**src/rtl/swm_tx_adapter.sv**
```systemverilog
// swm_tx_adapter: Avalon-ST 32-bit sink -> SerialLite III 256-bit source with burst framing repair.
// Optional feature macro SWM_TX_STATS_EN adds saturating pkt_count / err_count outputs.
module swm_tx_adapter #(
  parameter int         MAX_BURST_BEATS = 256,
  parameter logic [7:0] SYNC_VALUE      = 8'h00
) (
  input  logic         clk_in_clk,
  input  logic         reset_in_rst,
  input  logic [31:0]  avalonst_sink_data,
  input  logic         avalonst_sink_valid,
  input  logic         avalonst_sink_startofpacket,
  input  logic         avalonst_sink_endofpacket,
  output logic         avalonst_sink_ready,
  output logic [255:0] data_tx,
  output logic         valid_tx,
  output logic         start_of_burst_tx,
  output logic         end_of_burst_tx,
  output logic [7:0]   sync_tx,
  input  logic         ready_tx,
  input  logic         link_up_tx,
  output logic         framing_err
`ifdef SWM_TX_STATS_EN
  ,
  output logic [31:0]  pkt_count,
  output logic [31:0]  err_count
`endif
);

  localparam int CW = $clog2(MAX_BURST_BEATS + 1);

  typedef enum logic [1:0] {IDLE = 2'd0, IN_PKT = 2'd1, DROP = 2'd2} state_t;

  state_t          state_r, state_n;
  logic [CW-1:0]   count_r, count_n;
  logic            hold_v_r, hold_v_n;
  logic [33:0]     hold_r;
  logic [33:0]     fifo_mem_r [2];
  logic            rd_ptr_r, wr_ptr_r;
  logic [1:0]      fifo_cnt_r, fifo_cnt_n;
  logic            ready_r, ready_n;
  logic            err_r, err_s;

  logic            accept_s, pop_s, emit_s, flush_s, hold_eob_s, new_eob_s;
  logic            direct_s, to_hold_s;
  logic [1:0]      npush_s;
  logic [33:0]     held_s, new_s, slot0_s, slot1_s, head_s;

  // Entries are {sob, eob, word}.
  assign accept_s = avalonst_sink_valid & ready_r;
  assign head_s   = fifo_mem_r[rd_ptr_r];
  assign valid_tx = link_up_tx & (fifo_cnt_r != 2'd0);
  assign pop_s    = valid_tx & ready_tx;

  assign avalonst_sink_ready = ready_r;
  assign framing_err         = err_r;
  assign sync_tx             = SYNC_VALUE;
  assign data_tx             = {224'd0, head_s[31:0]};
  assign start_of_burst_tx   = (fifo_cnt_r != 2'd0) & head_s[33];
  assign end_of_burst_tx     = (fifo_cnt_r != 2'd0) & head_s[32];

  // Framing FSM: decides per accepted beat whether it is emitted, repaired or dropped.
  always_comb begin
    state_n    = state_r;
    count_n    = count_r;
    err_s      = 1'b0;
    emit_s     = 1'b0;
    flush_s    = 1'b0;
    hold_eob_s = 1'b0;
    new_eob_s  = avalonst_sink_endofpacket;
    if (accept_s) begin
      case (state_r)
        IDLE, DROP: begin
          if (avalonst_sink_startofpacket) begin
            emit_s = 1'b1;
            if (avalonst_sink_endofpacket) begin
              state_n = IDLE;
              count_n = {CW{1'b0}};
            end else begin
              state_n = IN_PKT;
              count_n = CW'(1);
            end
          end else begin
            // Only the first stray beat of a drop run is reported.
            err_s   = (state_r == IDLE);
            state_n = avalonst_sink_endofpacket ? IDLE : DROP;
            count_n = {CW{1'b0}};
          end
        end
        IN_PKT: begin
          emit_s  = 1'b1;
          flush_s = hold_v_r;
          if (avalonst_sink_startofpacket) begin
            hold_eob_s = 1'b1;
            err_s      = 1'b1;
            if (avalonst_sink_endofpacket) begin
              state_n = IDLE;
              count_n = {CW{1'b0}};
            end else begin
              state_n = IN_PKT;
              count_n = CW'(1);
            end
          end else if (avalonst_sink_endofpacket) begin
            state_n = IDLE;
            count_n = {CW{1'b0}};
          end else if (count_r == CW'(MAX_BURST_BEATS - 1)) begin
            new_eob_s = 1'b1;
            err_s     = 1'b1;
            state_n   = DROP;
            count_n   = {CW{1'b0}};
          end else begin
            count_n = count_r + CW'(1);
          end
        end
        default: begin
          state_n = IDLE;
          count_n = {CW{1'b0}};
        end
      endcase
    end else begin
      state_n = state_r;
    end
  end

  // Push selection: the held beat always goes ahead of the incoming one.
  always_comb begin
    held_s    = {hold_r[33], hold_r[32] | hold_eob_s, hold_r[31:0]};
    new_s     = {avalonst_sink_startofpacket, new_eob_s, avalonst_sink_data};
    direct_s  = emit_s & new_eob_s;
    to_hold_s = emit_s & ~new_eob_s;
    if (flush_s) begin
      slot0_s = held_s;
      slot1_s = new_s;
      npush_s = direct_s ? 2'd2 : 2'd1;
    end else begin
      slot0_s = new_s;
      slot1_s = new_s;
      npush_s = direct_s ? 2'd1 : 2'd0;
    end
    fifo_cnt_n = fifo_cnt_r + npush_s - {1'b0, pop_s};
    hold_v_n   = to_hold_s | (hold_v_r & ~flush_s);
    // Ready only when the worst-case next accept (held beat + EOP beat) is guaranteed to fit.
    ready_n    = link_up_tx & (({1'b0, fifo_cnt_n} + {2'b00, hold_v_n}) <= 3'd1);
  end

  // FSM state and burst beat counter.
  always_ff @(posedge clk_in_clk or posedge reset_in_rst) begin
    if (reset_in_rst) begin
      state_r <= IDLE;
      count_r <= {CW{1'b0}};
    end else begin
      state_r <= state_n;
      count_r <= count_n;
    end
  end

  // Hold register for the most recent non-EOP beat.
  always_ff @(posedge clk_in_clk or posedge reset_in_rst) begin
    if (reset_in_rst) begin
      hold_v_r <= 1'b0;
      hold_r   <= 34'd0;
    end else begin
      hold_v_r <= hold_v_n;
      if (to_hold_s) begin
        hold_r <= new_s;
      end
    end
  end

  // Two-entry output FIFO.
  always_ff @(posedge clk_in_clk or posedge reset_in_rst) begin
    if (reset_in_rst) begin
      fifo_mem_r[0] <= 34'd0;
      fifo_mem_r[1] <= 34'd0;
      rd_ptr_r      <= 1'b0;
      wr_ptr_r      <= 1'b0;
      fifo_cnt_r    <= 2'd0;
    end else begin
      if (npush_s != 2'd0) begin
        fifo_mem_r[wr_ptr_r] <= slot0_s;
      end
      if (npush_s == 2'd2) begin
        fifo_mem_r[~wr_ptr_r] <= slot1_s;
      end
      wr_ptr_r   <= wr_ptr_r ^ npush_s[0];
      rd_ptr_r   <= rd_ptr_r ^ pop_s;
      fifo_cnt_r <= fifo_cnt_n;
    end
  end

  // Registered sink ready and framing error pulse.
  always_ff @(posedge clk_in_clk or posedge reset_in_rst) begin
    if (reset_in_rst) begin
      ready_r <= 1'b0;
      err_r   <= 1'b0;
    end else begin
      ready_r <= ready_n;
      err_r   <= err_s;
    end
  end

`ifdef SWM_TX_STATS_EN
  logic [31:0] pkt_count_r, err_count_r;

  assign pkt_count = pkt_count_r;
  assign err_count = err_count_r;

  // Saturating packet and framing-error counters.
  always_ff @(posedge clk_in_clk or posedge reset_in_rst) begin
    if (reset_in_rst) begin
      pkt_count_r <= 32'd0;
      err_count_r <= 32'd0;
    end else begin
      if (pop_s && head_s[32] && (pkt_count_r != 32'hFFFF_FFFF)) begin
        pkt_count_r <= pkt_count_r + 32'd1;
      end
      if (err_r && (err_count_r != 32'hFFFF_FFFF)) begin
        err_count_r <= err_count_r + 32'd1;
      end
    end
  end
`endif

endmodule

```
**config.mk**
```make
export PLATFORM = sky130hd
export DESIGN_NAME = swm_tx_adapter
export DESIGN_NICKNAME = d
export VERILOG_FILES = /design/src/rtl/swm_tx_adapter.sv
export SDC_FILE = /design/constraint.sdc
export NUM_CORES = 1
export LEC_CHECK = 0
export ABC_AREA = 1
export BUFFER_PORTS_ARGS = -buffer_cell sky130_fd_sc_hd__buf_2
export CORE_MARGIN = 10
export CORE_UTILIZATION = 54
export CTS_CLUSTER_SIZE = 14
export DETAILED_ROUTE_END_ITERATION = 12
export PLACE_DENSITY = 0.89
export SETUP_SLACK_MARGIN = 0.3
export SLEW_MARGIN = 0
export SYNTH_ARGS = -nofsm -noshare
export SYNTH_HDL_FRONTEND = slang
export SYNTH_SLANG_ARGS = --single-unit
```
**constraint.sdc**
```tcl
create_clock -name clk_in_clk -period 7.1 [get_ports clk_in_clk]
set_input_delay 0.71 -clock clk_in_clk [delete_from_list [all_inputs] [get_ports clk_in_clk]]
set_output_delay 0.71 -clock clk_in_clk [all_outputs]
set_load 0.05 [all_outputs]
```
==> flow_summary.ini <==
[outcome]
outcome = complete, no violations

[critical_path]
r2r_slack_ps = 2900
cp_data_arrival_time_ps = 4480
reg2reg_depth = 12
crit_path_end_kind = register
critPathLaunchType = input port
cp_max_fo = 47
critical_path_class = in -> reg
cp.required_ps = 7360
r2r_end = fifo_mem_r[66]
r2r-start = avalonst_sink_ready

[drt]
dr.pass1.iters = 5
routed_wirelength_mm = 18.7
wire_per_inst_um = 15.2
drt-initial-drc-count = 564
post_drt_via_cell_ratio = 4.74
antenna_left = 0
dr_total_vias = 5820
drc_errors = 0

[global_route]
grtUsageMet2_pct = 31.4
grt.overflow.total = 0
grt_start_max_net_pins = 83
busiest_layer = met2
grt_use_met1_pct = 19.7
gr-usage-met3_pct = 6.46
grt_pass1_vias = 6075
grt_antenna_before_repair = 0
grt_pass1_wl_mm = 30.0
grt_usage_pct = 18.0

[timing]
final.setup.tns_ps = 0
maxSlewViolCount = 0
worstMarginPinSlew_ps = 1090
rsz0062_at_grt = no
maxSlewHeadroom_pct = 27.4
hold_viol_final = 0
min_period_over_period_pct = 59.4
fmax_ghz = 0.237
finalCriticalPeriod_ps = 4220
fin_skew_ps = 10.9
report.final.setup_viol = 0

[die]
dieArea_mm2 = 0.0197
core_area_mm2 = 0.0140
die_h_um = 141
dieWidth_um = 141
ios = 308
num_rows = 43
initial_core_util_pct = 55.9

[power_and_ir_drop]
finalPower_mw = 3.89
power.leakage_nw = 4.45
p_switching_mw = 1.86
intPower_mw = 2.03
clkPwrFrac_pct = 23.5
p_comb_share_pct = 45.7
p_seq_share_pct = 30.8
p_per_area_mw_per_mm2 = 486
switching_share_pct = 47.8
peakVddDrop_mv = 0.382

[clocking]
ctsHtreeMaxLevel = 4
cts.sink_count = 120
cts-root-buf = clkbuf_16
post_cts_buffers = 0
ctsLongestPathBuffers = 2
cts_hold_buf = 0
numCtsBuffers = 17
cts_resized = 0
clkLatencyLatePin_ps = 420
cts_tree = yes
clkTransAtPathRegs_ps = 50

[cells_and_area]
drive_gt1_share_pct = 12.8
fin_cells = 1229
diodes = 0
areaGrowthSynthToFinish_pct = 2.04
fin_nets = 1081

[place]
hpwlAfterDp_mm = 13.3
dpl.cell_count = 1197
place.gp.congestion = 0.875
port_buffers = 75

[logic_synthesis]
synth_top_area_share_pct = 38.3
syn_area_per_cell_um2 = 7.99
seq_area_frac_synth_pct = 38.3
yosysUniqueCellTypes = 36
synth-seq-cells = 120
syn-instance-count = 982
synth.top_cells.by_area = dfrtp_1, buf_4, nand2_1
synth_area_mm2 = 0.00785
yosys.area.top_type = dfrtp_1
ys_warn_count = 0

[flow_run]
maxCapViolations = 0

[worst_hold_path]
hp-class = in -> async
==> cells in the final DEF, fill, tap and decap left out, types with 5 or more instances in the layout <==
master     instances
nand2_1          160
nand3_1           20
o21ai_1           88
nor2_1            20
a21oi_1            5
a22oi_1           25
conb_1           232
o21bai_1          24
clkbuf_16         17
o21ai_0           25
ha_1               6
o221ai_1          20
o22ai_1           23
dfrtp_1          119
inv_2             12
inv_1            132
buf_2             75
==> synth_stat cells <==
cell type	count
a211oi_1	2
a21oi_1	5
a22oi_1	25
a31oi_1	1
buf_1	2
buf_2	8
buf_4	237
buf_6	5
clkbuf_1	21
conb_1	1
dfrtp_1	120
ha_1	6
inv_1	133
inv_2	12
inv_4	1
nand2_1	161
nand2_2	1
nand2_4	1
nand3_1	20
nand3_2	1
nand4_1	2
nor2_1	21
nor3_2	1
nor3b_1	2
nor4_1	1
o21ai_0	25
o21ai_1	88
o21ai_2	3
o21bai_1	24
o221ai_1	20
o22ai_1	23
or2_0	1
or2_1	1
or2_2	1
xnor2_1	2
xor2_1	4
==> state kept, by name, summed over array words and instances (netlist names) <==
register and cells:
rd_ptr_r 1, state_r 2, framing_err 1, avalonst_sink_ready 1, count_r 9, hold_r 34
fifo_cnt_r 2, fifo_mem_r 68, wr_ptr_r 1, hold_v_r 1
==> per-stage QoR <==
step           worst slack, ps  utilization (%)  cell area, µm²  hold WS (ps)
3_3_place_gp              2580             52.5            7370           451
6_report                  2880             57.0            8010           317
5_1_grt                   2550             57.0            8010           351
3_5_place_dp              2530             52.5            7370           473
2_1_floorplan             3200                -            8710           437
4_1_cts                   2920             57.0            8010           333
==> logic make-up (layout without fill, tap and decap cells) <==
family          count (synthesis)  in the layout  synth area share, %
compound gates                216            216                 16.9
fa+ha+maj                       6              6                0.957
simple gates                  214            214                 11.1
xor+xnor                        6              6                0.670
flops                         120            120                 38.3
other cells                     1            232               0.0478
buf+inv                       419            255                 32.0
==> power groups by stage <==
stage | Clock (mW) | Sequential [mW] | Combinational (mW)
after floorplan | 0 | 1.12 | 1.58
final | 0.913 | 1.20 | 1.78
after detailed placement | 0 | 1.20 | 1.76
after global routing | 0.950 | 1.24 | 1.93
after global placement | 0 | 1.18 | 1.73
after CTS | 0.917 | 1.19 | 1.78
==> area by class of cell <==
type | instances | area (µm²)
multi-input cells | 674 | 3200
clock buffers | 20 | 457
flip-flops and latches | 120 | 3000
repair buffers | 77 | 390
well taps | 180 | 225
inverters | 146 | 553
fillers | 1234 | 6040
clock inverters | 12 | 174
==> critical path: stages <==
cell     delay [ps]
buf_2           100
nand2_1         270
nor2_1          100
nand2_2         410
inv_4           310
ha_1            330
nand2_1         320
inv_2           310
nor2_2          900
inv_2           280
or2_0           290
nand2_1          70
a21oi_1          40
==> layer usage <==
layer  part of all wire [%]  vias up
met5                      0        -
met4                    1.6        0
met3                     10       29
met2                     51      291
met1                     37     2716
li1                       -     2784
==> how the worst max path moves through the flow <==
stage                        startpoint                  end  slack [ps]  depth (start not counted)
floorplan                  reset_in_rst  avalonst_sink_ready        3200                          1
global placement    avalonst_sink_valid       fifo_mem_r[66]        2580                         13
detailed placement  avalonst_sink_valid       fifo_mem_r[66]        2530                         13
CTS                 avalonst_sink_ready       fifo_mem_r[66]        2920                         12
global route        avalonst_sink_ready       fifo_mem_r[66]        2550                         12
finish              avalonst_sink_valid       fifo_mem_r[66]        2880                         13
Power figures use the tool's default switching activity.
